[config.mk]
export PLATFORM = sky130hd
export DESIGN_NAME = hazard_ctrl
export DESIGN_NICKNAME = d
export VERILOG_FILES = /design/src/rtl/pipe_pkg.sv /design/src/rtl/sat_counter.sv /design/src/rtl/hazard_ctrl.sv
export SDC_FILE = /design/constraint.sdc
export NUM_CORES = 1
export LEC_CHECK = 0
export BUFFER_PORTS_ARGS = -buffer_cell sky130_fd_sc_hd__buf_2
export CAP_MARGIN = 20
export CORE_MARGIN = 1
export CORE_UTILIZATION = 46
export CTS_BUF_LIST = sky130_fd_sc_hd__clkbuf_16
export CTS_CLUSTER_SIZE = 8
export DETAILED_ROUTE_END_ITERATION = 8
export GPL_TIMING_DRIVEN = 0
export PLACE_DENSITY = 0.69
export SYNTH_ARGS = -nofsm -noshare
export SYNTH_HDL_FRONTEND = slang
export SYNTH_SLANG_ARGS = --single-unit
[constraint.sdc]
create_clock -name clk -period 2.9 [get_ports clk]
set_clock_uncertainty 0.2 [all_clocks]
set_input_delay 0 -clock clk [delete_from_list [all_inputs] [get_ports clk]]
set_output_delay 0 -clock clk [all_outputs]
set_load 0.05 [all_outputs]
[src/rtl/pipe_pkg.sv]
// Shared types for the pipeline hazard logic: forward-select codes, the
// scoreboard entry layout and the register-match helper.
package pipe_pkg;

  localparam int REG_AW = 5;
  // Scoreboard entries store register numbers at this width so that any
  // REG_AW up to SB_AW shares the same entry layout (narrower ones zero-extend).
  localparam int SB_AW = 8;

  localparam logic [1:0] FWD_RF  = 2'd0;
  localparam logic [1:0] FWD_MEM = 2'd1;
  localparam logic [1:0] FWD_WB  = 2'd2;

  typedef struct packed {
    logic             v;
    logic [SB_AW-1:0] rs;
    logic [SB_AW-1:0] rt;
    logic             use_rs;
    logic             use_rt;
    logic [SB_AW-1:0] rd;
    logic             regwrite;
    logic             memread;
  } sb_entry_t;

  localparam sb_entry_t SB_BUBBLE = '0;

  // A live producer writing r; register 0 never matches.
  function automatic logic sb_match(input sb_entry_t e, input logic [SB_AW-1:0] r);
    return e.v & e.regwrite & (e.rd == r) & (r != '0);
  endfunction

endpackage

[src/rtl/sat_counter.sv]
// Up-counter that sticks at its all-ones value instead of wrapping.
module sat_counter #(
  parameter int W = 16
) (
  input  logic         clk,
  input  logic         rst,
  input  logic         inc,
  output logic [W-1:0] count
);

  always_ff @(posedge clk) begin
    if (rst) begin
      count <= '0;
    end else if (inc && (count != '1)) begin
      count <= count + W'(1);
    end
  end

endmodule

[src/rtl/hazard_ctrl.sv]
// Hazard/forwarding controller for the 5-stage pipeline: tracks EX/MEM/WB
// producers and derives load-use stalls, branch flushes and EX forward selects.
module hazard_ctrl #(
  parameter int REG_AW = 5,
  parameter int FWD_EN = 1,
  parameter int CNT_W  = 16
) (
  input  logic              clk,
  input  logic              rst,
  input  logic              id_valid,
  input  logic [REG_AW-1:0] id_rs,
  input  logic [REG_AW-1:0] id_rt,
  input  logic              id_use_rs,
  input  logic              id_use_rt,
  input  logic [REG_AW-1:0] id_rd,
  input  logic              id_regwrite,
  input  logic              id_memread,
  input  logic              ex_mem_pcsrc,
  output logic              stall,
  output logic              flush,
  output logic [1:0]        fwd_a,
  output logic [1:0]        fwd_b,
  output logic [CNT_W-1:0]  stall_cnt,
  output logic [CNT_W-1:0]  flush_cnt
);

  import pipe_pkg::*;

  sb_entry_t        sb_ex, sb_mem, sb_wb;
  sb_entry_t        id_entry;
  logic [SB_AW-1:0] rs_w, rt_w;
  logic             hit_ex, hit_mem, hit_wb;
  logic             raw_stall;
  logic             sb_unused;

  function automatic logic [1:0] fwd_sel(input sb_entry_t mem_e, input sb_entry_t wb_e,
                                         input logic [SB_AW-1:0] r);
    if (sb_match(mem_e, r)) return FWD_MEM;
    if (sb_match(wb_e, r))  return FWD_WB;
    return FWD_RF;
  endfunction

  assign rs_w = SB_AW'(id_rs);
  assign rt_w = SB_AW'(id_rt);

  always_comb begin
    id_entry          = SB_BUBBLE;
    id_entry.v        = 1'b1;
    id_entry.rs       = rs_w;
    id_entry.rt       = rt_w;
    id_entry.use_rs   = id_use_rs;
    id_entry.use_rt   = id_use_rt;
    id_entry.rd       = SB_AW'(id_rd);
    id_entry.regwrite = id_regwrite;
    id_entry.memread  = id_memread;
  end

  assign hit_ex  = (id_use_rs & sb_match(sb_ex, rs_w))  | (id_use_rt & sb_match(sb_ex, rt_w));
  assign hit_mem = (id_use_rs & sb_match(sb_mem, rs_w)) | (id_use_rt & sb_match(sb_mem, rt_w));
  assign hit_wb  = (id_use_rs & sb_match(sb_wb, rs_w))  | (id_use_rt & sb_match(sb_wb, rt_w));

  // With forwarding only a load in EX is too late; without it any in-flight
  // producer blocks the reader until it has left WB.
  always_comb begin
    raw_stall = 1'b0;
    if (FWD_EN != 0) begin
      raw_stall = id_valid & sb_ex.memread & hit_ex;
    end else begin
      raw_stall = id_valid & (hit_ex | hit_mem | hit_wb);
    end
  end

  // A taken branch overrides the stall: the stalled reader is squashed anyway.
  assign flush = ex_mem_pcsrc & ~rst;
  assign stall = raw_stall & ~ex_mem_pcsrc & ~rst;

  always_comb begin
    fwd_a = FWD_RF;
    fwd_b = FWD_RF;
    if ((FWD_EN != 0) && sb_ex.v) begin
      fwd_a = fwd_sel(sb_mem, sb_wb, sb_ex.rs);
      fwd_b = fwd_sel(sb_mem, sb_wb, sb_ex.rt);
    end
  end

  always_ff @(posedge clk) begin
    if (rst) begin
      sb_ex  <= SB_BUBBLE;
      sb_mem <= SB_BUBBLE;
      sb_wb  <= SB_BUBBLE;
    end else begin
      sb_wb  <= sb_mem;
      sb_mem <= sb_ex;
      sb_ex  <= (stall | flush | ~id_valid) ? SB_BUBBLE : id_entry;
    end
  end

  // Not every entry field is read in every stage.
  assign sb_unused = ^{sb_ex, sb_mem, sb_wb};

  sat_counter #(.W(CNT_W)) u_stall_cnt (
    .clk   (clk),
    .rst   (rst),
    .inc   (stall),
    .count (stall_cnt)
  );

  sat_counter #(.W(CNT_W)) u_flush_cnt (
    .clk   (clk),
    .rst   (rst),
    .inc   (flush),
    .count (flush_cnt)
  );

endmodule

==> key figures, run 1 <==
Status
  – Outcome: complete, no violations

Worst setup path
  – Worst setup path startpoint: id_rt[2]
  – CP Data Arrival Time: 2500 ps
  – Worst-path maximum fanout: 10
  – Reg2Reg Setup Slack: 440 ps
  – Critical Path RT: 2700 ps
  – Reg2reg path depth: 6
  – Critical path type: input pin to primary output
  – Setup crit start kind: input pin
  – Worst r2r dst: sb_ex[4]$_SDFF_PP0_
  – RR Startpoint: sb_ex[28]$_SDFF_PP0_
  – Type of destination of the critical path: primary output

Global route
  – GRT overflow: 0
  – Via count of the first global-routing pass: 2,479
  – Largest net degree at the start of global routing: 11
  – First-pass GRT wire length: 11,100 µm
  – Initial antenna violation count: 0
  – Tot GR Track Use: 22.7%

Route
  – DR vias/cell: 5.36
  – DRT antenna net count: 0
  – DRC viols: 0
  – Routed wire length: 6860 µm
  – Iteration-0 DRC Markers: 149
  – Total iterations of the first detailed-routing run: 4
  – DR WL/cell: 14.1 µm
  – Total number of vias: 2,607

Pwr
  – Leak pwr: 1.56 nW
  – Max IR drop VDD: 0.359 mV
  – PwrDens: 538 nW/µm²

Logic synthesis
  – Unique masters post-synth: 32
  – Ys Warns: 0
  – Synth cell count leaders: dfxtp_1 (64), xnor2_1 (28), nor2_1 (24)
  – Post-synth top area share: 44.9%
  – Register area share after synthesis: 44.9%
  – Post-synth EDFFs: 0
  – Simple-Gate Fraction of Synth Area: 29.7%
  – Synth Net Count: 340
  – Compound-Gate Fraction of Synth Area: 8.72%
  – Syn Inst Count: 315
  – Yosys reg bits: 64
  – Largest family of logic cells by synthesized area: simple AND/OR/NAND/NOR gates
  – Mapped cell area: 2850 µm²
  – Mux cell area share after synthesis: 0%
  – Avg Cell Area, Syn: 9.06 µm²
  – Synth Area in Adders: 0.877%
  – Area contributors post-synth: dfxtp_1 (45%), xnor2_1 (8.6%), and3_1 (4.6%)
  – Synth Area in XOR/XNOR: 12.9%
  – Synth Flop Type: dfxtp_1
  – FFs w/ async S/R, synth: 0%
  – Most numerous cell in the Yosys netlist: dfxtp_1
  – Yosys top cell by area: dfxtp_1

Clock network
  – Worst skew pair latency: 320 ps
  – Sink Count: 64
  – Setup repair bufs after CTS: 0
  – Clock-pin slew on the worst setup and hold paths: 50 ps
  – Htree depth: 3
  – CTS tree: yes
  – CTS Buf Count: 9
  – Bufs on Longest Clock Path: 2
  – CTS root buf: clkbuf_16

STA
  – Min Tclk post-route: 2700 ps
  – Slew Viols, Final: 0
  – Fin crit share: 93.1%
  – Final Hold Viols: 0
  – Worst slew pin tran: 504 ps
  – RSZ-0062 raised after global routing: no
  – Sum Neg Setup Slack: 0 ps
  – Worst hold slack: 49.4 ps
  – Final setup vio count: 0
  – Relative slew slack: 66.4%
  – Max Fclk: 0.370 GHz

Finish
  – Share of post-route cells with drive strength above 1: 19.7%
  – Area grow syn2layout: 31.7%
  – # diodes: 0
  – Fin area: 3760 µm²
  – Nets: 433

Flow run
  – Max Cap Viol: 0

Min path
  – Hold Path Stages: 3
  – HP Class: input pin to register
  – HP Start: rst
  – Hold path endpoint: sb_mem[2]$_SDFF_PP0_

Floorplan
  – Core area: 5960 µm²
  – Starting Density: 47.9%
  – Chip Width: 80.8 µm
  – Die ar.: 6520 µm²
  – Site Rows: 28
  – DIE HEIGHT: 80.8 µm
  – I/O pin total: 61

Place
  – Hpwl dp: 4820 µm
  – Gpl congestion: 0.851
  – Dpl cell area: 3250 µm²
  – Port Buffers: 60
-- worst max path at each step --
stage | endpoint | slack [ps] | depth (start not counted)
floorplan | fwd_a[1] | 160 | 4
global placement | u_stall_cnt.count[6]$_SDFFE_PP0P_ | 310 | 8
detailed placement | u_stall_cnt.count[7]$_SDFFE_PP0P_ | 310 | 8
CTS | sb_ex[2]$_SDFF_PP0_ | 20 | 10
global route | stall | 90 | 10
finish | stall | 200 | 10
-- logic make-up (layout without fill, tap and decap cells) --
kind of cell / Yosys count / in the layout
and+or+nand+nor: 148 / 148
buffers and inverters: 19 / 115
AOI/OAI and AO/OA: 40 / 40
xor gates and xnor gates: 42 / 42
adders and majority gates: 2 / 2
DFF: 64 / 64
-- report_power, final --
part / total, mW / leakage (nW) / internal [mW] / switching [mW]
clock network: 0.996 / 0.132 / 0.646 / 0.350
logic: 0.119 / 0.906 / 0.0599 / 0.0586
registers: 0.907 / 0.518 / 0.893 / 0.0134
total: 2.02 / 1.56 / 1.60 / 0.422
-- placed cells by master (no fill, tap or decap), drive strengths merged, types with 2 or more instances in the layout --
| cell | instances |
|---|---|
| a21oi | 18 |
| and2 | 4 |
| and3 | 21 |
| and4 | 5 |
| buf | 64 |
| clkbuf | 18 |
| clkinv | 3 |
| dfxtp | 64 |
| dlygate4sd3 | 24 |
| ha | 2 |
| inv | 4 |
| nand2 | 15 |
| nand2b | 3 |
| nand3 | 20 |
| nand4 | 9 |
| nor2 | 24 |
| nor2b | 14 |
| nor3 | 5 |
| nor4 | 2 |
| o21ai | 7 |
| o31ai | 11 |
| or3 | 5 |
| or4 | 17 |
| xnor2 | 28 |
| xor2 | 14 |
-- layer usage --
layer | global-route usage (%) | vias to the layer above | part of all wire, %
met5 | 0 | - | 0
met4 | 11.6 | 0 | 2.6
met2 | 37.9 | 60 | 50
met3 | 5.96 | 17 | 4.0
li1 | - | 1311 | -
met1 | 26.8 | 1219 | 43
-- state kept, by name, indices dropped and copies added, names as in the netlist --
register,flops
sb_ex,18
sb_mem,7
sb_wb,7
u_flush_cnt.count,16
u_stall_cnt.count,16
-- layout make-up --
type	instances	area, µm²
Multi-Input combinational cell	232	1490
Fill cell	524	2200
Inverter	4	15.0
Clock buffer	9	225
Sequential cell	64	1280
Buffer	13	61.3
Tap cell	75	93.8
Timing Repair Buffer	84	541
Clock inverter	5	50.0
-- metrics by stage --
| step | utilization, % | setup slack (ps) | power (mW) | std cells |
|---|---|---|---|---|
| after global routing | 63.1 | 85.5 | 2.10 | 486 |
| after floorplan | - | 156 | 0.982 | 315 |
| final | 63.1 | 200 | 2.02 | 486 |
| after detailed placement | 54.5 | 312 | 1.02 | 450 |
| after CTS | 63.2 | 24.6 | 2.04 | 488 |
| after global placement | 54.5 | 310 | 1.02 | 450 |
-- worst max-delay path: stages --
cell and delay (ps):
dlygate4sd3_1 530, buf_2 140, or4_1 470, a21oi_1 150, nor3_1 80, a41oi_2 340, buf_2 280, clkbuf_2 240
inv_1 60, buf_2 210
-- timing repair --
action / in CTS / in global routing
setup endpoints to repair: 0 / 10
endpoints found under the hold margin: 17 / 0
resized for setup: 0 / 2
hold buffers: 24 / 0
(Power assumes the default switching activity.)
==> run 2, diff against run 1 <==
==> constraint.sdc (replaced) <==
create_clock -name clk -period 2.6 [get_ports clk]
set_clock_uncertainty 0.2 [all_clocks]
set_input_delay 0 -clock clk [delete_from_list [all_inputs] [get_ports clk]]
set_output_delay 0 -clock clk [all_outputs]
set_load 0.05 [all_outputs]
==> key figures, run 2 (synthesis gave the netlist of run 1 again) <==
Status
  – Outcome: complete, no violations

Global route
  – Largest net degree at the start of global routing: 11 (unchanged)
  – GRT overflow: 0 (unchanged)
  – Via count of the first global-routing pass: 2,435 (-1.8%)
  – Tot GR Track Use: 22.8% (+0.079 points)
  – First-pass GRT wire length: 11,400 µm (+1.9%)
  – Initial antenna violation count: 0 (unchanged)

Route
  – Total number of vias: 2,592 (-0.58%)
  – DRC viols: 0 (unchanged)
  – Iteration-0 DRC Markers: 127 (-15%)
  – Total iterations of the first detailed-routing run: 6 (+2)
  – DR WL/cell: 14.0 µm (-0.99%)
  – DR vias/cell: 5.37 (about the same)
  – DRT antenna net count: 0 (unchanged)
  – Routed wire length: 6750 µm (-1.6%)

Floorplan
  – Core area: 5960 µm² (unchanged)
  – Starting Density: 47.9% (unchanged)
  – DIE HEIGHT: 80.8 µm (unchanged)
  – Site Rows: 28 (unchanged)
  – I/O pin total: 61 (unchanged)
  – Chip Width: 80.8 µm (unchanged)
  – Die ar.: 6520 µm² (unchanged)

Finish
  – Register Area: 1280 µm² (unchanged)
  – Share of post-route cells with drive strength above 1: 21.1% (+1.4 points)
  – Non-Filler Instances: 483 (-0.62%)
  – Filler cells: 509 (-2.9%)
  – Nets: 429 (-0.92%)
  – Largest register FFs: 18 (unchanged)
  – Reg with most FFs: sb_ex
  – Area grow syn2layout: 29.9%
  – Most common cell after layout, fill and taps aside: dfxtp_1
  – Highest-count cells in the layout ignoring fill and taps: dfxtp_1 (64), buf_2 (62), xnor2_1 (28)
  – Footprint of the multi-input gates: 1510 µm² (+1.3%)
  – Largest registers: sb_ex (18), u_flush_cnt.count (16), u_stall_cnt.count (16)
  – # diodes: 0 (unchanged)

STA
  – Sum Neg Setup Slack: 0 ps (unchanged)
  – Worst slew pin tran: 530 ps (+26.2 ps)
  – Min Tclk post-route: 2400 ps
  – Final Hold Viols: 0 (unchanged)
  – Fin crit share: 92.3%
  – Max Fclk: 0.417 GHz
  – Final setup vio count: 0 (unchanged)
  – Relative slew slack: 64.6% (-1.7 points)
  – RSZ-0062 raised after global routing: no
  – Slew Viols, Final: 0 (unchanged)

Worst setup path
  – Critical Path RT: 2400 ps (-300 ps)
  – Setup crit start kind: register
  – Critical path type: register to primary output
  – Reg2reg path depth: 8 (+2)
  – Worst-path maximum fanout: 10 (unchanged)
  – Type of destination of the critical path: primary output
  – CP Data Arrival Time: 2200 ps (-300 ps)

Clock network
  – CTS tree: yes
  – CTS Buf Count: 9 (unchanged)
  – CTS root buf: clkbuf_16
  – Htree depth: 3 (unchanged)
  – Setup repair bufs after CTS: 0 (unchanged)
  – Sink Count: 64 (unchanged)
  – Clock-pin slew on the worst setup and hold paths: 50 ps (about the same)
  – Worst skew pair latency: 320 ps (about the same)
  – Bufs on Longest Clock Path: 2 (unchanged)

Place
  – Port Buffers: 60 (unchanged)
  – Hpwl dp: 4730 µm (-1.9%)
  – Placed Instances: 450 (unchanged)
  – Gpl congestion: 0.843 (-1.0%)

Min path
  – Hold Path Stages: 4 (+1)
  – HP Class: input pin to register

Pwr
  – PwrDens: 582 nW/µm² (+8.1%)
  – Leak pwr: 1.52 nW (-2.5%)
  – Max IR drop VDD: 0.370 mV (+3.2%)

Flow run
  – Max Cap Viol: 0 (unchanged)
run 2: critical path, cell delays in order (launching register included):
cell and delay [ps]:
dfxtp_1 400, xnor2_1 160, nand3_1 130, nor4_2 330
a41oi_2 120, buf_2 250, clkbuf_2 190, inv_1 80
clkbuf_4 220
run 2: worst paths after layout:
| path | start | to | slack, ps |
|---|---|---|---|
| worst min register to register | sb_ex[1]$_SDFF_PP0_ | sb_mem[1]$_SDFF_PP0_ | 260 |
| worst max register to register | u_stall_cnt.count[4]$_SDFFE_PP0P_ | u_stall_cnt.count[0]$_SDFFE_PP0P_ | 310 |
| worst max-delay path | sb_ex[2]$_SDFF_PP0_ | stall | 200 |
| worst min-delay path | ex_mem_pcsrc | sb_ex[28]$_SDFF_PP0_ | 60 |
run 2: cell type report:
| cell class | instances | area share, % |
|---|---|---|
| buffer | 15 | 1.89 |
| inverter | 4 | 0.405 |
| tap | 75 | 2.53 |
| clock buffer | 9 | 6.07 |
| sequential | 64 | 34.6 |
| multi-input combinational | 232 | 40.7 |
| clock inverter | 6 | 0.776 |
| timing repair buffer | 78 | 13.0 |
run 2: metrics by stage:
stage               area, µm²  hold slack [ps]  setup slack [ps]  power (mW)  utilization (%)
global placement         3250             25.0              24.2        1.14             54.6
CTS                      3690             51.0              36.3        2.17             61.9
detailed placement       3250             28.9              62.6        1.14             54.6
floorplan                2860            -54.1               117        1.10                -
global route             3710             93.3              30.2        2.24             62.2
finish                   3710             64.2               199        2.16             62.2
run 2: repair_timing:
| action | 4_1_cts | 5_1_grt |
|---|---|---|
| hold endpoints to repair | 17 | 0 |
| hold buffers | 18 | 0 |
| setup endpoints to repair | 0 | 11 |
| resized for setup | 0 | 8 |
run 2: metal layers:
| metal | vias up | routed length (µm) | part of all wire (%) | GRT usage, % |
|---|---|---|---|---|
| met2 | 68 | 3360 | 50 | 38.1 |
| met1 | 1205 | 3000 | 45 | 28.2 |
| met4 | 0 | 142 | 2.1 | 11.1 |
| met3 | 14 | 240 | 3.6 | 4.16 |
| li1 | 1305 | - | - | - |
| met5 | - | 0 | 0 | 0 |
run 2: report_power, final:
part / total [mW] / switching [mW] / internal [mW]
clock network: 1.02 / 0.392 / 0.624
logic: 0.130 / 0.0657 / 0.0639
registers: 1.01 / 0.0148 / 0.996
total: 2.16 / 0.472 / 1.68
==> run 3, diff against run 2 <==
--- a/config.mk
+++ b/config.mk
@@ -6,7 +6,8 @@
 export NUM_CORES = 1
 export LEC_CHECK = 0
 export BUFFER_PORTS_ARGS = -buffer_cell sky130_fd_sc_hd__buf_2
-export CAP_MARGIN = 20
+export CAP_MARGIN = 10
+export CORE_ASPECT_RATIO = 2
 export CORE_MARGIN = 1
 export CORE_UTILIZATION = 46
 export CTS_BUF_LIST = sky130_fd_sc_hd__clkbuf_16
==> key figures, run 3 (synthesis gave the netlist of run 1 again) <==
STA
  – Worst slew pin tran: 508 ps (-23.0 ps)
  – Fin crit share: 95.6% (+3.3 points)
  – Relative slew slack: 66.2% (+1.5 points)
  – Worst hold slack: 17.9 ps (-46.3 ps)
  – Max Fclk: 0.402 GHz (-3.4%)
  – Min Tclk post-route: 2490 ps (+84.9 ps)
  – Slew Viols, Final: 0 (unchanged)
  – Final setup vio count: 0 (unchanged)
  – Final Hold Viols: 0 (unchanged)

Clock network
  – Htree depth: 3 (unchanged)
  – Sink Count: 64 (unchanged)
  – Worst skew pair latency: 330 ps (about the same)
  – CTS Buf Count: 9 (unchanged)
  – Setup repair bufs after CTS: 0 (unchanged)
  – CTS root buf: clkbuf_16
  – Clock-pin slew on the worst setup and hold paths: 50 ps (about the same)
  – Bufs on Longest Clock Path: 2 (unchanged)
  – CTS tree: yes

Pwr
  – Leak pwr: 1.53 nW (+1.0%)
  – PwrDens: 612 nW/µm² (+5.2%)
  – Power Total: 2.27 mW (+5.2%)
  – Max IR drop VDD: 0.327 mV (-12%)

Global route
  – Largest net degree at the start of global routing: 20 (+9)
  – First-pass GRT wire length: 11,800 µm (+4.1%)
  – Initial antenna violation count: 0 (unchanged)
  – GRT overflow: 0 (unchanged)
  – Via count of the first global-routing pass: 2,598 (+6.7%)
  – Tot GR Track Use: 24.1% (+1.3 points)

Place
  – Port Buffers: 60 (unchanged)
  – Gpl congestion: 0.847 (+0.46%)
  – Hpwl dp: 5140 µm (+8.7%)
  – Placed Instances: 438 (-2.7%)

Route
  – DRC viols: 1 (+1)
  – DRT antenna net count: 0 (unchanged)
  – Top routing layer in use: met4
  – Routed wl met3: 250 µm (+4.2%)
  – WL met2: 3910 µm (+16%)
  – Total iterations of the first detailed-routing run: 6 (unchanged)
  – WL met1: 2560 µm (-15%)
  – Total number of vias: 2,628 (+1.4%)
  – Iteration-0 DRC Markers: 98 (-23%)
  – Routed wire length: 6970 µm (+3.2%)
  – DR vias/cell: 5.58 (+4.0%)
  – DR WL/cell: 14.8 µm (+5.8%)

Finish
  – Highest-count cells in the layout ignoring fill and taps: dfxtp_1 (64), buf_2 (63), xnor2_1 (28)
  – Nets: 428 (-0.23%)
  – Non-Filler Instances: 471 (-2.5%)
  – Reg with most FFs: sb_ex
  – Largest registers: sb_ex (18), u_flush_cnt.count (16), u_stall_cnt.count (16)
  – Area grow syn2layout: 29.9% (about the same)
  – Final core occ: 61.8% (-0.50 points)
  – # diodes: 0 (unchanged)
  – Largest register FFs: 18 (unchanged)
  – Share of post-route cells with drive strength above 1: 20.6% (-0.49 points)
  – Most common cell after layout, fill and taps aside: dfxtp_1

Worst setup path
  – Critical path type: register to primary output
  – Worst-path maximum fanout: 10 (unchanged)
  – Delay-heaviest family, CP: buffers and inverters
  – Setup crit start kind: register
  – CP dominant cell by count: buf_2
  – Type of destination of the critical path: primary output
  – CP Data Arrival Time: 2290 ps (+90 ps)
  – Critical Path RT: 2400 ps (about the same)
  – Critical-path cell list: xnor2_1, nand3_1, nor4_2, a41oi_2, buf_2, clkbuf_2, inv_1, buf_2
  – Critical path's largest stage delay: 400 ps (about the same)
  – Slowest CP cell: dfxtp_1
  – WP buf/inv: 4 (unchanged)

Floorplan
  – Site Rows: 40 (+43%)
  – Die ar.: 6540 µm² (+0.30%)
  – Chip Width: 57.7 µm (-29%)
  – Starting Density: 47.5% (-0.40 points)
  – Core area: 6010 µm² (+0.84%)
  – I/O pin total: 61 (unchanged)
  – DIE HEIGHT: 113 µm (+40%)

Flow run
  – Max Cap Viol: 0 (unchanged)

Status
  – Failing checks: DRC
  – Outcome: finished with violations

Min path
  – HP Class: input pin to register
==> run 3: cell types whose count changed in the layout (fill, tap and decap cells not counted) <==
cell / change
buf_2: +1
bufinv_16: +1
clkbuf_2: -1
clkbuf_4: -1
clkinvlp_4: -1
inv_1: +1
nor2_1: +1
nor2_2: -1
==> run 3: where the power goes <==
group / switching [mW] / internal, mW / leakage (nW)
Sequential: 0.0144 / 0.996 / 0.518
Combinational: 0.0666 / 0.0640 / 0.868
Clock: 0.404 / 0.723 / 0.147
Total: 0.485 / 1.78 / 1.53
==> run 3: final timing paths <==
kind	slack, ps	endpoint	cells past startpoint	startpoint
worst max-delay path	110	stall	8	sb_ex[2]$_SDFF_PP0_
worst max register to register	180	u_stall_cnt.count[1]$_SDFFE_PP0P_	7	u_stall_cnt.count[4]$_SDFFE_PP0P_
worst min register to register	270	sb_mem[1]$_SDFF_PP0_	1	sb_ex[1]$_SDFF_PP0_
worst min-delay path	20	sb_wb[2]$_SDFF_PP0_	3	rst
==> run 3: cell type report <==
type	count	area [µm²]
clock inverters	7	55.1
plain buffers	14	65.1
fillers	564	2300
multi-input cells	232	1510
well taps	63	78.8
inverters	4	15.0
flip-flops and latches	64	1280
repair buffers	78	480
clock buffers	9	225
==> run 3: worst register-to-register path, delay by kind of cell (launching register included) <==
kind                   cells  cell delay [ps]
AOI/OAI and AO/OA          1               50
buffers and inverters      1              380
DFF                        1              450
and+or+nand+nor            5             1190
==> run 3: stage by stage <==
step,worst slack [ps],setup TNS [ps],area (µm²)
floorplan,117,0,2860
global placement,-58.4,-405,3240
detailed placement,-93.7,-709,3240
CTS,65.7,0,3700
global route,-14.4,-14.4,3710
finish,114,0,3710
==> run 3: what timing repair did <==
action | CTS | global route
setup endpoints to repair | 10 | 1
hold buffers | 18 | 0
resized for setup | 0 | 4
gates cloned | 0 | 0
pin swaps | 0 | 1
endpoints found under the hold margin | 17 | 0
==> run 3: layer usage <==
metal | vias to the layer above | track usage (%)
li1 | 1302 | -
met1 | 1240 | 23.3
met2 | 64 | 44.3
met3 | 22 | 6.12
met4 | 0 | 14.0
met5 | - | 0
